## config.mk

```make
export PLATFORM = sky130hd
export DESIGN_NAME = conv_seq_ctrl
export DESIGN_NICKNAME = d
export VERILOG_FILES = /design/src/rtl/conv_pkg.sv /design/src/rtl/conv_mac.sv /design/src/rtl/conv_seq_ctrl.sv
export SDC_FILE = /design/constraint.sdc
export NUM_CORES = 1
export LEC_CHECK = 0
export CORE_MARGIN = 2
export CORE_UTILIZATION = 50
export CTS_BUF_LIST = sky130_fd_sc_hd__clkbuf_8 sky130_fd_sc_hd__clkbuf_16
export CTS_CLUSTER_SIZE = 14
export DETAILED_ROUTE_END_ITERATION = 16
export PLACE_DENSITY_LB_ADDON = 0.25
export SETUP_SLACK_MARGIN = 0.02
export SYNTH_ARGS = -nofsm -noshare
export SYNTH_HDL_FRONTEND = slang
export SYNTH_SLANG_ARGS = --single-unit
```

## constraint.sdc

```tcl
create_clock -name clk -period 12.73 [get_ports clk]
set_clock_uncertainty 0.15 [all_clocks]
set_input_delay 1.273 -clock clk [delete_from_list [all_inputs] [get_ports clk]]
set_output_delay 1.273 -clock clk [all_outputs]
set_load 0.005 [all_outputs]
```

## src/rtl/conv_pkg.sv

```systemverilog
// Shared types and width helpers for the convolution sequencer.
package conv_pkg;

  localparam int DATA_WIDTH_DEF = 8;
  localparam int ADDR_X_DEF     = 5;
  localparam int ADDR_Y_DEF     = 5;
  localparam int ADDR_Z_DEF     = 6;
  localparam int ZW_DEF         = 16;

  typedef enum logic [2:0] {
    IDLE,
    SETUP,
    READ,
    MAC,
    WRITE,
    DONE
  } conv_state_t;

  // Wide enough for min(SX,SY) full products, so the sum can never overflow.
  function automatic int acc_width(input int dw, input int ax, input int ay);
    return 2 * dw + ((ax < ay) ? ax : ay) + 1;
  endfunction

endpackage

```

## src/rtl/conv_mac.sv

```systemverilog
// Multiply-accumulate register with clear/enable and the Z output stage.
// Build option CONV_SAT_EN: saturate the result to ZW bits instead of wrapping.
module conv_mac
  import conv_pkg::*;
#(
  parameter int DATA_WIDTH = DATA_WIDTH_DEF,
  parameter int ADDR_X     = ADDR_X_DEF,
  parameter int ADDR_Y     = ADDR_Y_DEF,
  parameter int ZW         = ZW_DEF
) (
  input  logic                  clk,
  input  logic                  rst_n,
  input  logic                  clr,
  input  logic                  en,
  input  logic [DATA_WIDTH-1:0] a,
  input  logic [DATA_WIDTH-1:0] b,
  output logic [ZW-1:0]         z
);

  localparam int AW = acc_width(DATA_WIDTH, ADDR_X, ADDR_Y);

  logic [AW-1:0]           acc;
  logic [2*DATA_WIDTH-1:0] prod;

  assign prod = a * b;

  always_ff @(posedge clk or negedge rst_n) begin
    if (!rst_n) begin
      acc <= '0;
    end else if (clr) begin
      acc <= '0;
    end else if (en) begin
      acc <= acc + AW'(prod);
    end
  end

`ifdef CONV_SAT_EN
  assign z = (|acc[AW-1:ZW]) ? {ZW{1'b1}} : acc[ZW-1:0];
`else
  logic unused_acc_hi;
  assign unused_acc_hi = ^acc[AW-1:ZW];
  assign z = acc[ZW-1:0];
`endif

endmodule

```

## src/rtl/conv_seq_ctrl.sv

```systemverilog
// Convolution sequencer: walks z[i] = sum_k x[k]*y[i-k] over memories X/Y and writes Z.
// Build option CONV_SAT_EN (in conv_mac) selects saturating result words.
module conv_seq_ctrl
  import conv_pkg::*;
#(
  parameter int DATA_WIDTH = DATA_WIDTH_DEF,
  parameter int ADDR_X     = ADDR_X_DEF,
  parameter int ADDR_Y     = ADDR_Y_DEF,
  parameter int ADDR_Z     = ADDR_Z_DEF,
  parameter int ZW         = ZW_DEF
) (
  input  logic                  clk,
  input  logic                  rst_n,
  input  logic                  start,
  input  logic [ADDR_X:0]       size_x,
  input  logic [ADDR_Y:0]       size_y,
  output logic                  busy,
  output logic                  done,
  output logic [ADDR_X-1:0]     x_addr,
  output logic                  x_re,
  input  logic [DATA_WIDTH-1:0] x_rdata,
  output logic [ADDR_Y-1:0]     y_addr,
  output logic                  y_re,
  input  logic [DATA_WIDTH-1:0] y_rdata,
  output logic [ADDR_Z-1:0]     z_addr,
  output logic                  z_we,
  output logic [ZW-1:0]         z_wdata
);

  // Index arithmetic width: holds SX+SY, the largest intermediate.
  localparam int CW = ADDR_Z + 1;

  conv_state_t     state;
  logic [ADDR_X:0] sx;
  logic [ADDR_Y:0] sy;
  logic [CW-1:0]   i, k, klast;
  logic [CW-1:0]   sx_w, sy_w, k_first, k_last, last_i;

  assign sx_w    = CW'(sx);
  assign sy_w    = CW'(sy);
  assign k_first = (i + CW'(1) >= sy_w) ? (i + CW'(1) - sy_w) : '0;
  assign k_last  = (i < sx_w - CW'(1)) ? i : (sx_w - CW'(1));
  assign last_i  = sx_w + sy_w - CW'(2);

  conv_mac #(
    .DATA_WIDTH(DATA_WIDTH),
    .ADDR_X    (ADDR_X),
    .ADDR_Y    (ADDR_Y),
    .ZW        (ZW)
  ) u_mac (
    .clk  (clk),
    .rst_n(rst_n),
    .clr  (state == SETUP),
    .en   (state == MAC),
    .a    (x_rdata),
    .b    (y_rdata),
    .z    (z_wdata)
  );

  // Outputs are registered on entry to the state that owns them.
  always_ff @(posedge clk or negedge rst_n) begin
    if (!rst_n) begin
      state  <= IDLE;
      busy   <= 1'b0;
      done   <= 1'b0;
      x_re   <= 1'b0;
      y_re   <= 1'b0;
      z_we   <= 1'b0;
      x_addr <= '0;
      y_addr <= '0;
      z_addr <= '0;
      sx     <= '0;
      sy     <= '0;
      i      <= '0;
      k      <= '0;
      klast  <= '0;
    end else begin
      case (state)
        IDLE: begin
          if (start) begin
            sx <= size_x;
            sy <= size_y;
            i  <= '0;
            if (size_x == '0 || size_y == '0) begin
              state <= DONE;
              done  <= 1'b1;
            end else begin
              state <= SETUP;
              busy  <= 1'b1;
            end
          end
        end
        SETUP: begin
          k      <= k_first;
          klast  <= k_last;
          x_addr <= ADDR_X'(k_first);
          y_addr <= ADDR_Y'(i - k_first);
          x_re   <= 1'b1;
          y_re   <= 1'b1;
          state  <= READ;
        end
        READ: begin
          x_re  <= 1'b0;
          y_re  <= 1'b0;
          state <= MAC;
        end
        MAC: begin
          if (k == klast) begin
            z_addr <= ADDR_Z'(i);
            z_we   <= 1'b1;
            state  <= WRITE;
          end else begin
            k      <= k + CW'(1);
            x_addr <= ADDR_X'(k + CW'(1));
            y_addr <= ADDR_Y'(i - k - CW'(1));
            x_re   <= 1'b1;
            y_re   <= 1'b1;
            state  <= READ;
          end
        end
        WRITE: begin
          z_we <= 1'b0;
          if (i == last_i) begin
            busy  <= 1'b0;
            done  <= 1'b1;
            state <= DONE;
          end else begin
            i     <= i + CW'(1);
            state <= SETUP;
          end
        end
        DONE: begin
          done  <= 1'b0;
          state <= IDLE;
        end
        default: state <= IDLE;
      endcase
    end
  end

endmodule

```

==> summary.md <==
| Metric | Value |
|---|---|
| Post-synthesis cell area | 6820 sq um |
| CP Capture Point | u_mac.acc[15]$_DFFE_PN0P_ |
| # IOs | a little under 70 |
| GR Overflow Total | 0 |
| Share of the synthesized area in the top cell type | 24.58% |
| Average routed wire per standard cell | around 16 um |
| Ant diodes | 0 |
| Mapped Cells | between 700 and 800 |
| Maximum clock rate | 0.1679 GHz |
| Starting Density | 51.30% |
| Placed wire-length estimate | 12.67 mm |
| Worst EP arrival | 6.04 ns |
| Reg-to-reg startpoint | u_mac.acc[6]$_DFFE_PN0P_ |
| Gr usage total | between 20% and 30% |
| Initial DRC count | 332 |
| HP Class | reg -> reg |
| Core Region | 13,300 sq um |
| CP top delay family | adder cells |
| Clk pin slew, worst setup/hold paths | 0.06 ns |
| Die Span Y | roughly 120 um |
| Largest area contributor in the netlist | dfrtp_1 |
| Initial antenna violation count | 0 |
| Run status | completed |
| Slew HR | 20.75% |
| Largest cells by area after synthesis | dfrtp_1, fa_1, ha_1 |
| Antenna viol nets, final | 0 |
| CTS buffer count | 9 |
| Worst r2r path cells | 15 |
| Die ar. | about 15,000 sq um |
| Hold Buf Count CTS | 0 |
| Post-CTS setup buffers | 0 |
| CTS tree | done |
| Required @ worst endpoint | approximately 13 ns |
| Final cell count without fillers | 996 |
| Global-route wire length before repair | 27.22 mm |
| Pin count of the biggest net entering global routing | 68 |
| Via count | around 5,500 |
| Residual DRC | 0 |
| Number of global-route vias before repair | 5,469 |
| Nets | 970 |
| Proportion of layout cells with a drive suffix above 1 | 5.000% |
| Syn Nets | roughly 900 |
| Min Hold Slack | around 0.34 ns |
| Die width | 120.8 um |
| Register area share after synthesis | around a quarter |
| CP dominant cell by count | fa_1 |
| DP Cell Count | about 1,000 |
| Port Buf Inserts | between 60 and 70 |
| Max incr delay on CP | 0.66 ns |
| Crit. Startpoint | x_rdata[4] |
| Tmin final | slightly below 6 ns |
| H-tree depth | 3 |
| Final Cycle Share | 46.79% |
| # Max-Cap Violations | 0 |
| Layout area overhead | 16.33% |
| WHS Path Cells | 2 |
| Post-synth EDFFs | 0 |
| CP startpoint kind | input pin |
| Syn_area_per_cell | roughly 8.9 sq um |
| Worst-Margin Slew | roughly 1.2 ns |
| Crit path cell chain | clkdlybuf4s50_1 > nand2_1 > fa_1 > inv_1 > fa_1 > inv_1 > fa_1 > fa_1 > inv_1 > ha_1 > a21o_1 > a2111o_1 > a31oi_1 > nor3_1 > o21ai_0 > a21bo_1 |
| CP bufs+invs | 4 |
| RSZ-0062 raised after global routing | no |
| Root buffer cell | clkbuf_16 |
| GPL Wtd Cong | 0.9203 |
| R2r endpoint | u_mac.acc[15]$_DFFE_PN0P_ |
| WS Path Type | in -> reg |
| Endpoints failing setup | 0 |
| Netlist cell types | 68 |
| # clock sinks | 67 |
| Skew-Pair Late Insertion Delay | 0.34 ns |
| Asr flop ratio synth | 100.0% |
| TNS Setup | 0 ns |
| Final Slew Violations | 0 |
| Router iterations before antenna repair | 5 |
| Number of vias per cell | 5.501 |
| Seq cells post-synth | 67 |
| Slowest CP cell | clkdlybuf4s50_1 |
| Main synth FF type | dfrtp_1 |
| Drt total wl | 16.12 mm |
| Crit. path cell count | 16 |
| Final count of hold timing violations | 0 |
| Number of gates resized after CTS | 0 |
| CP max FO | 8 |
| Clock buffer depth | 2 |
| YS warnings | 0 |
| Site Rows | 42 |
| Reg2Reg Setup Slack | around 8.2 ns |
| Critical Path Sink Type | flip-flop |
==> cell usage after synthesis (3+ instances only) <==
library cell  count
a211oi_1          4
a21o_1           12
a21oi_1          27
a31oi_1           4
and2_1           37
and3_1            4
buf_2             7
buf_4             7
clkbuf_1         13
dfrtp_1          67
fa_1             54
ha_1             69
inv_1           132
mux2_1            4
mux2_2            6
mux2_4            3
mux2i_1           5
nand2_1          81
nand2b_1          4
nand3_1          14
nor2_1           32
nor2b_1           5
nor3_1           12
nor4_1            3
o21a_1            7
o21ai_0          25
o21ai_1          22
o22ai_1           6
o31ai_1           8
or4_1             3
xnor2_1          26
xor2_1           20
==> kinds of logic after synthesis <==
group	share of synthesized area [%]
mux	3.045
buf+inv	9.264
xor+xnor	6.146
compound gates	13.41
flops	24.58
simple gates	15.04
fa+ha+maj	28.51
==> routing by layer <==
metal	track usage, %	up-vias	share of wire, %
met3	3.915	20	5.4
met1	33.58	2705	46
met4	5.814	0	1.3
met2	37.85	148	47
li1	-	2606	-
met5	0	-	0
==> how the worst min path moves through the flow <==
stage	end	slack (ns)	from
final	y_addr[2]$_DFFE_PN0P_	0.34	y_addr[2]$_DFFE_PN0P_
after global routing	y_addr[2]$_DFFE_PN0P_	0.37	y_addr[2]$_DFFE_PN0P_
after CTS	y_addr[2]$_DFFE_PN0P_	0.34	y_addr[2]$_DFFE_PN0P_
after detailed placement	y_addr[2]$_DFFE_PN0P_	0.33	y_addr[2]$_DFFE_PN0P_
after global placement	y_addr[1]$_DFFE_PN0P_	0.32	y_addr[1]$_DFFE_PN0P_
after floorplan	klast[1]$_DFFE_PN0N_	0.32	klast[1]$_DFFE_PN0N_
==> flip-flops by register name (all words and copies together) (netlist names) <==
register	cells
z_we	1
x_addr	4
sx	6
klast	7
u_mac.acc	16
y_re	1
y_addr	5
done	1
k	3
z_addr	6
i	7
busy	1
state	3
sy	6
==> worst reg2reg max path, delay by kind of cell (launching register included) <==
family,cells,cell delay (ns)
AOI/OAI and AO/OA,6,1.23
adders and majority gates,5,2.45
buffers and inverters,4,0.24
DFF,1,0.37
==> metrics by stage <==
step	instance area (sq um)	worst slack (ns)	utilization (%)
2_1_floorplan	6820	7.206	-
4_1_cts	7934	6.811	59.67
6_report	7934	6.774	59.67
3_3_place_gp	7594	6.620	57.11
3_5_place_dp	7594	6.461	57.11
5_1_grt	7934	6.605	59.67
==> layout by cell type, fill, tap and decap left out, drive strengths merged, types with 2 or more instances in the layout <==
master,count
or3,2
a31oi,4
inv,132
nor2b,5
dfrtp,67
clkbuf,9
nand2,81
nand2b,4
nor3,12
clkinv,2
clkdlybuf4s50,66
and3,4
and2,37
nor2,34
o31ai,8
or4,3
a211oi,6
mux2i,5
nor4,4
or2,2
o22ai,6
buf,3
bufinv,3
nand3,16
xnor2,27
o21ai,48
ha,69
mux2,13
fa,54
xor2,20
a21oi,29
o21a,7
a21o,12
==> layout make-up <==
type | count | area [sq um]
Fill cell | 1156 | 5361
Multi-Input combinational cell | 537 | 4521
Sequential cell | 67 | 1677
Timing Repair Buffer | 69 | 680.7
Inverter | 132 | 495.5
Clock buffer | 9 | 225.2
Tap cell | 176 | 220.2
Clock inverter | 6 | 115.1
Power is left out: the tool's default activity adds up to more than one toggle a clock period on the data nets, which glitch-free logic cannot reach.
